--- src/rtl/mon_pkg.sv ---
// Shared types for the data-memory write monitor: FSM state and the
// trace entry layout captured on every observed write.
package mon_pkg;

   localparam int ADR_W  = 64;
   localparam int DATA_W = 64;
   localparam int WE_W   = 2;

   typedef enum logic [1:0] {
      ST_RUN  = 2'd0,
      ST_PASS = 2'd1,
      ST_FAIL = 2'd2
   } mon_state_t;

   typedef struct packed {
      logic [WE_W-1:0]   we;
      logic [ADR_W-1:0]  adr;
      logic [DATA_W-1:0] data;
   } trace_entry_t;

endpackage

--- src/rtl/trace_ring.sv ---
// Overwrite-oldest ring of recent writes. When full, a push without a pop
// drops the oldest entry and sets a sticky overflow flag. The head entry is
// presented combinationally (first-word fall-through).
//
// Handshake: head/valid describe the oldest entry; pop while valid=1
// consumes it at the clock edge and the next entry appears in the same
// cycle. Pop while valid=0 is ignored. Push is a one-cycle strobe with no
// back-pressure.
module trace_ring
   import mon_pkg::*;
#(
   parameter int DEPTH = 8
) (
   input  logic                     clk,
   input  logic                     reset,
   input  logic                     push,
   input  trace_entry_t             push_entry,
   input  logic                     pop,
   output logic                     valid,
   output trace_entry_t             head,
   output logic [$clog2(DEPTH):0]   count,
   output logic                     ovf
);

   localparam int AW = $clog2(DEPTH);
   localparam logic [AW:0] FULL_CNT = (AW+1)'(DEPTH);

   trace_entry_t    mem [DEPTH];
   logic [AW-1:0]   rd_ptr;
   logic [AW-1:0]   wr_ptr;
   logic [AW:0]     cnt_q;
   logic            ovf_q;
   logic            full;
   logic            do_pop;

   assign full   = (cnt_q == FULL_CNT);
   assign do_pop = pop && (cnt_q != '0);

   // Storage is intentionally not reset; only pointers and flags are.
   always_ff @(posedge clk) begin
      if (push) begin
         mem[wr_ptr] <= push_entry;
      end
   end

   // Pointer, occupancy and overflow bookkeeping.
   always_ff @(posedge clk) begin
      if (reset) begin
         rd_ptr <= '0;
         wr_ptr <= '0;
         cnt_q  <= '0;
         ovf_q  <= 1'b0;
      end else begin
         if (push) begin
            wr_ptr <= wr_ptr + 1'b1;
         end
         // A push into a full ring with no pop evicts the oldest entry.
         if (do_pop || (push && full)) begin
            rd_ptr <= rd_ptr + 1'b1;
         end
         if (push && !do_pop && !full) begin
            cnt_q <= cnt_q + 1'b1;
         end else if (!push && do_pop) begin
            cnt_q <= cnt_q - 1'b1;
         end
         if (push && !do_pop && full) begin
            ovf_q <= 1'b1;
         end
      end
   end

   assign valid = (cnt_q != '0);
   assign head  = mem[rd_ptr];
   assign count = cnt_q;
   assign ovf   = ovf_q;

endmodule

--- src/rtl/mem_write_monitor.sv ---
// Observer for the CPU data-memory write port. Counts cycles while running,
// declares PASS on the first write matching an enabled check slot (lowest
// slot wins), FAIL when the cycle count reaches TIMEOUT, and records every
// write seen while running into a trace ring for debug readout.
module mem_write_monitor
   import mon_pkg::*;
#(
   parameter int NCHK    = 4,
   parameter int DEPTH   = 8,
   parameter int TIMEOUT = 1580
) (
   input  logic                      clk,
   input  logic                      reset,
   input  logic [1:0]                memwrite,
   input  logic [63:0]               dataadr,
   input  logic [63:0]               writedata,
   input  logic [NCHK-1:0]           chk_en,
   input  logic [NCHK*64-1:0]        chk_adr,
   input  logic [NCHK*64-1:0]        chk_data,
   output logic [31:0]               cnt,
   output logic                      done,
   output logic                      pass,
   output logic [$clog2(NCHK)-1:0]   pass_id,
   output logic                      timeout,
   input  logic                      trace_rd,
   output logic                      trace_valid,
   output logic [1:0]                trace_we,
   output logic [63:0]               trace_adr,
   output logic [63:0]               trace_data,
   output logic [$clog2(DEPTH):0]    trace_count,
   output logic                      trace_ovf,
   output logic [1:0]                dbg_state
);

   localparam int IDW = $clog2(NCHK);

   mon_state_t      state_q, state_d;
   logic [31:0]     cnt_q, cnt_d, cnt_inc;
   logic [IDW-1:0]  pass_id_q, pass_id_d;
   logic            wr;
   logic            hit;
   logic [IDW-1:0]  hit_id;
   logic            push;
   trace_entry_t    push_entry;
   trace_entry_t    head;

   assign wr      = (memwrite != 2'b00);
   assign cnt_inc = cnt_q + 32'd1;

   // Priority encoder over the check slots; scanning downward leaves the
   // lowest matching slot as the final assignment.
   always_comb begin
      hit    = 1'b0;
      hit_id = '0;
      for (int i = NCHK - 1; i >= 0; i--) begin
         if (wr && chk_en[i] &&
             (dataadr == chk_adr[64*i +: 64]) &&
             (writedata == chk_data[64*i +: 64])) begin
            hit    = 1'b1;
            hit_id = IDW'(i);
         end
      end
   end

   // State, counter and matched-slot registers.
   always_ff @(posedge clk) begin
      if (reset) begin
         state_q   <= ST_RUN;
         cnt_q     <= '0;
         pass_id_q <= '0;
      end else begin
         state_q   <= state_d;
         cnt_q     <= cnt_d;
         pass_id_q <= pass_id_d;
      end
   end

   // Next state: a match beats a timeout landing in the same cycle; the
   // counter only advances in RUN so it freezes at the terminal value.
   always_comb begin
      state_d   = state_q;
      cnt_d     = cnt_q;
      pass_id_d = pass_id_q;
      case (state_q)
         ST_RUN: begin
            cnt_d = cnt_inc;
            if (hit) begin
               state_d   = ST_PASS;
               pass_id_d = hit_id;
            end else if (cnt_inc == 32'(TIMEOUT)) begin
               state_d = ST_FAIL;
            end
         end
         ST_PASS: state_d = ST_PASS;
         ST_FAIL: state_d = ST_FAIL;
         default: state_d = ST_RUN;
      endcase
   end

   // Only writes observed while running are traced.
   assign push            = (state_q == ST_RUN) && wr;
   assign push_entry.we   = memwrite;
   assign push_entry.adr  = dataadr;
   assign push_entry.data = writedata;

   trace_ring #(
      .DEPTH (DEPTH)
   ) u_trace_ring (
      .clk        (clk),
      .reset      (reset),
      .push       (push),
      .push_entry (push_entry),
      .pop        (trace_rd),
      .valid      (trace_valid),
      .head       (head),
      .count      (trace_count),
      .ovf        (trace_ovf)
   );

   assign trace_we   = head.we;
   assign trace_adr  = head.adr;
   assign trace_data = head.data;

   assign cnt       = cnt_q;
   assign pass      = (state_q == ST_PASS);
   assign timeout   = (state_q == ST_FAIL);
   assign done      = pass || timeout;
   assign pass_id   = pass_id_q;
   assign dbg_state = state_q;

endmodule

--- config.mk ---
export PLATFORM = sky130hd
export DESIGN_NAME = mem_write_monitor
export DESIGN_NICKNAME = d
export VERILOG_FILES = /design/src/rtl/mon_pkg.sv /design/src/rtl/trace_ring.sv /design/src/rtl/mem_write_monitor.sv
export SDC_FILE = /design/constraint.sdc
export NUM_CORES = 1
export LEC_CHECK = 0
export BUFFER_PORTS_ARGS = -buffer_cell sky130_fd_sc_hd__buf_4
export CAP_MARGIN = 15
export CORE_MARGIN = 5
export CORE_UTILIZATION = 45
export CTS_CLUSTER_SIZE = 20
export DETAILED_ROUTE_END_ITERATION = 8
export GPL_TIMING_DRIVEN = 0
export PLACE_DENSITY = 0.66
export SLEW_MARGIN = 10
export SYNTH_ARGS = -nofsm -noshare
export SYNTH_HDL_FRONTEND = slang
export SYNTH_SLANG_ARGS = --single-unit
--- constraint.sdc ---
create_clock -name clk -period 50.3 [get_ports clk]
set_clock_uncertainty 0.2 [all_clocks]
set_input_delay 7.545 -clock clk [delete_from_list [all_inputs] [get_ports clk]]
set_output_delay 7.545 -clock clk [all_outputs]
set_load 0.1 [all_outputs]
## Word-level counts from Yosys, hierarchy flattened

Memories as Yosys holds them, arrays and structs flattened. A register that Yosys moved wholly into a read port is not among the register bits.
Cells that the tools add are included.

| storage, ports and cells | value |
|---|---|
| bits of input ports | 649 |
| output and inout bits | 175 |
| memories | 1 |
| bits in registers | 47 |
| logic and storage cells | 72 |
| bits in writable memories | 1040 |

| operators by class | value |
|---|---|
| reductions and logical operators | 29 |
| $add $sub $neg | 5 |
| eq/ne operators | 13 |
| mux-type cells | 17 |

Memory list:

| memory | words | bits a word | read ports | clocked after Yosys merged registers in | write ports | line | RTL |
|---|---|---|---|---|---|---|---|
| u_trace_ring.mem | 8 | 130 | 1 | 1 | 1 | trace_ring.sv:28 | `trace_entry_t mem [DEPTH];` |

Operator list:

| cell | number |
|---|---|
| 64-bit == test | 8 |
| 32-bit by 1-bit adder with 32-bit output, second input constant | 1 |
| 32-bit by 11-bit == test with 1-bit output, second input constant | 1 |
| 1-bit logical AND | 19 |
| 2-bit 2-to-1 mux | 6 |
| 4-bit 2-to-1 mux | 2 |
| 3-bit by 1-bit adder with 3-bit output, second input constant | 2 |
| 1-bit 2-to-1 mux | 6 |
| 3-bit 2-to-1 mux | 2 |
| 2-bit one-hot mux with 3 select lines | 1 |
| 4-bit by 1-bit adder with 4-bit output, second input constant | 1 |
| 4-bit == test, second input constant | 1 |
| 2-bit nonzero test | 2 |
| 4-bit nonzero test | 1 |
| 4-bit by 1-bit subtractor with 4-bit output, second input constant | 1 |
| 1-bit zero test | 3 |
| 3-bit inequality test, second input constant | 1 |
| 2-bit by 1-bit == test with 1-bit output, second input constant | 1 |
| 2-bit == test, second input constant | 1 |
| 2-bit zero test | 1 |
| 1-bit logical OR | 2 |
| 2-bit AND reduction | 1 |

## Logic depth before layout (Yosys ltp)

| logic depth | value |
|---|---|
| depth after elaboration | 10 |
| mapped depth | 14 |
| gate-level depth less buffers | 12 |

## Cells and area by module

A second synthesis with hierarchy kept.

| second synthesis, totals | value |
|---|---|
| cell total of the unflattened synthesis | 2606 |
| area total of the unflattened synthesis | 48144.9 µm² |

By module, submodules not included:

| module | area each (µm²) | instances | cells an instance | sequential area each (µm²) |
|---|---|---|---|---|
| trace_ring | 40139.7 | 1 | 1589 | 31510.2 |
| mem_write_monitor | 8005.2 | 1 | 1017 | 720.7 |

## Worst setup path before layout

Ideal clock, no wire load.

| timing path | value |
|---|---|
| path type | in2reg |
| start | input port memwrite[1] |
| end | memory u_trace_ring.mem[4][0] (netlist name), enable pin |
| data required time | 49.117 ns |
| arrival time | 21.234 ns |
| buffers on the path | 1 |
| setup time | 0.983 ns |
| stages | 4 |
| slack | 27.883 ns |
| cells stage by stage | or2_2 > clkbuf_1 > nand2_1 > nor4b_1 |

| on the way | value |
|---|---|
| cells in the longest elaborated chain, start to end | 4 |

Ends and longest elaborated chain:

| element | line | RTL |
|---|---|---|
| start: declaration | mem_write_monitor.sv:14 | `input logic [1:0] memwrite,` |
| 2-bit nonzero test | mem_write_monitor.sv:47 | `assign wr = (memwrite != 2'b00);` |
| 1-bit logical AND | mem_write_monitor.sv:101 | `assign push = (state_q == ST_RUN) && wr;` |
| 1-bit 2-to-1 mux | trace_ring.sv:41 | `if (push) begin` |
| 1-bit 2-to-1 mux (not written as such) | trace_ring.sv:42 | `mem[wr_ptr] <= push_entry;` |
| end: declaration | trace_ring.sv:28 |  |

Every way passes these cells.

==> impl_summary.md <==
Status
The run finished with clean final reports.

Floorplanning
The die height is 335 um. From left edge to right edge, the die measures 335 um. The number of rows created at floorplan is 119. The die footprint is 112000 um2. During I/O placement, the number of pins put on the boundary was 824.

The starting utilization of the core area is 45.2%. The core footprint is 105000 um2.

Min path
The class of the tightest hold or removal check is register to register.

Detailed routing
The number of DRC violations after detailed routing is 0. The average routed wire per standard cell is 37.4 um. Using the TritonRoute via totals, the vias-per-cell ratio works out to 5.95. The routed design has 194000 um of wire. The detail route stage leaves a number of antenna-violating nets equal to 0.

Detailed routing inserted a total of 30900 vias. The number of search-and-repair iterations in the first detailed-routing pass is 5. The first routing iteration left 3991 violations.

STA
The sum of negative setup slack is 0 ps. The hold violation count in the final report came to 0. Setup repair after global routing left no endpoint under its margin. The worst hold slack across all endpoints is 281 ps. Dividing the final minimum period by the clock period gives 24.2%. The clock period minus final worst setup slack is 12180 ps. The count of final setup violators is 0. The maximum achievable frequency is 82.1 MHz.

The measured slew at the worst slew-check pin is 1290 ps. The max-slew violation count is 0. The worst relative slew slack is 13.4%.

Final layout
The filler cells instantiated in the layout total 8299. Across the whole layout, storage elements account for 32200 um2. In the final layout, the multi-input gates occupy 14800 um2. Compared with the post-synthesis result, the final layout area differs by 27.9%. The utilization after layout is 57.8%. The top cell types in the final layout, fill and taps aside, are edfxtp_1 (1040), buf_4 (930), xnor2_1 (322), mux4_2 (260), xor2_1 (204).

In the final layout, the share of cells above drive strength 1 is 41.8%. Leaving out fill and tap cells, the most frequent cell in the layout is edfxtp_1. The final layout contains 4361 nets.

CTS
Once the clock tree was built, the setup fixing pass inserted 0 buffers. Clock-pin slew was measured on the worst setup and hold paths at 60 ps. Counting along the longest clock path gives a buffer depth of 3. The CTS tree is built. CTS built an H-tree with a depth of 3.

The number of hold-repair buffers added at the cts stage is 0. In this run the clock root is driven by a clkbuf_16. The post-cts resize count is 0. The clock buffer count from CTS is 110.

The clock latency reported for the late side of the worst-skew pair is 680 ps. The clock net sink count is 1090.

Synthesis
The net count after synthesis is 3258. For this run, the number of Yosys warnings is 0. The dominant register cell in the synthesized netlist is edfxtp_1. Synthesis inferred 1090 register bits.

The area share of the largest cell type after synthesis is 65.8%. The count of flip-flops with a built-in enable after synthesis is 1040. Synthesis produced a netlist whose cell count is 2599. The synthesized area per cell is 18.3 um2.

Of all flip-flops after synthesis, the portion carrying an async set or reset was 0%. The sequential area share after synthesis is 67.9%. In this run the cell area of the synthesized design comes to 47400 um2. Of all cell types, the one taking the most synthesized area is edfxtp_1. The synthesized netlist contains 58 unique library cells. Sorting the synthesized cells by area gives the leading types as edfxtp_1 (66%), mux4_2 (12%), xnor2_1 (5.9%).

Critical path
The signal arrival time at the worst endpoint is 4440 ps. Data on the critical path is required at its endpoint by 42560 ps. The critical path is of the register to output port type.

The kind of launch point of the worst setup path is a register. The endpoint class of the critical path is an output port. Along the worst path, the maximum fanout reaches 10.

Global routing
Entering global routing, the biggest net connects 24 pins. The total global-route track usage is 33.9%. The initial antenna violation count is 28. The via count of the first global-routing pass is 30300.

The final global-route overflow total is 0. The first global-routing pass estimated 257000 um of wire.

Pwr
For this design the ratio of total power to cell area is 51.1 nW/um2. The leakage power of the design is 20.9 nW. The worst supply voltage drop on vdd is 0.0574 mV.

Place
The final RePlAce weighted congestion is 0.930. The total of buffers placed on input and output ports is 822. The HPWL reported at the end of detailed placement is 151000 um.

Job
The count of max-cap constraint violations is 0.
-- logic make-up (layout without fill, tap and decap cells) --
family	count (synthesis)	after routing	synth area share, %
xor gates and xnor gates	526	526	9.71
and+or+nand+nor	388	388	4.61
buffers and inverters	130	1324	1.04
DFF	1090	1090	67.9
muxes	395	395	15.5
AOI/OAI and AO/OA	60	60	0.884
adders and majority gates	10	10	0.280
other	0	12	0
-- metrics by stage --
stage / area (um2) / std cells / setup slack, ps / total power [mW]
6_report: 60700 / 5196 / 38120 / 3.10
5_1_grt: 60600 / 5186 / 37970 / 3.18
4_1_cts: 60600 / 5183 / 38010 / 3.11
3_5_place_dp: 56900 / 4980 / 38100 / 2.28
3_3_place_gp: 55300 / 4812 / 12000 / 2.31
2_1_floorplan: 47400 / 2599 / 27880 / 1.92
-- per-layer routing --
metal | routed length, um | global-route usage (%) | vias to the layer above
li1 | - | - | 12600
met1 | 74200 | 46.7 | 16000
met2 | 90700 | 53.8 | 2031
met3 | 21600 | 8.03 | 288
met4 | 7820 | 11.8 | 6
met5 | 47 | 0 | -
-- worst max-delay path: stages (launching register included) --
cell	delay (ps)
dfxtp_1	320
clkbuf_1	630
clkbuf_2	730
buf_1	840
mux4_2	610
mux2_2	340
buf_4	250
-- report_power, final --
group	switching, mW	leakage (nW)	total (mW)	internal [mW]
clock	0.350	1.79	0.842	0.491
combinational	0.818	9.24	1.17	0.351
sequential	0.0175	9.89	1.09	1.07
-- area by class of cell --
| class | count | share of cell area, % |
|---|---|---|
| diodes | 12 | 0.0495 |
| repair buffers | 991 | 12.6 |
| inverters | 31 | 0.192 |
| well taps | 1391 | 2.87 |
| multi-input cells | 1379 | 24.5 |
| flip-flops and latches | 1090 | 53.1 |
| plain buffers | 99 | 0.637 |
| clock buffers | 127 | 4.68 |
| clock inverters | 76 | 1.42 |
-- synth_stat cells (3+ instances only) --
cell	number
mux4_2	260
nor2_1	57
buf_1	25
nor3b_1	5
xnor2_1	322
a31oi_1	3
ha_1	9
or3_1	5
a2111o_1	3
o22ai_1	10
nor3_1	26
nand2b_1	15
xor2_1	204
inv_1	31
nand2_1	41
or2_2	4
edfxtp_1	1040
mux2_2	130
nand3_1	29
clkbuf_1	70
o2111ai_1	6
buf_2	4
mux2i_1	4
nor2b_1	15
nand4_1	97
dfxtp_1	50
nor4_1	66
o21ai_0	9
or4_1	7
a21oi_1	10
and3_1	7
-- state kept, by name (all words and copies together), names as in the netlist, named ones only --
signal and flops:
dbg_state 2, u_trace_ring.ovf 1, cnt 32, u_trace_ring.wr_ptr 3
u_trace_ring.rd_ptr 3, u_trace_ring.count 4, u_trace_ring.mem 1040, pass_id 2
-- path summary, 6_finish.rpt --
| path | endpoint | depth (start not counted) | startpoint | slack (ps) |
|---|---|---|---|---|
| max | trace_adr[44] | 6 | register | 38120 |
| min | u_trace_ring.ovf$_SDFFE_PP0P_ | 2 | u_trace_ring.ovf$_SDFFE_PP0P_ | 280 |
| max reg2reg | u_trace_ring.mem[5][99]$_DFFE_PP_ | 14 | dbg_state[0]$_SDFFE_PP0P_ | 45690 |
| min reg2reg | u_trace_ring.ovf$_SDFFE_PP0P_ | 2 | u_trace_ring.ovf$_SDFFE_PP0P_ | 280 |
Note: power is estimated with default switching activity, not from simulation.
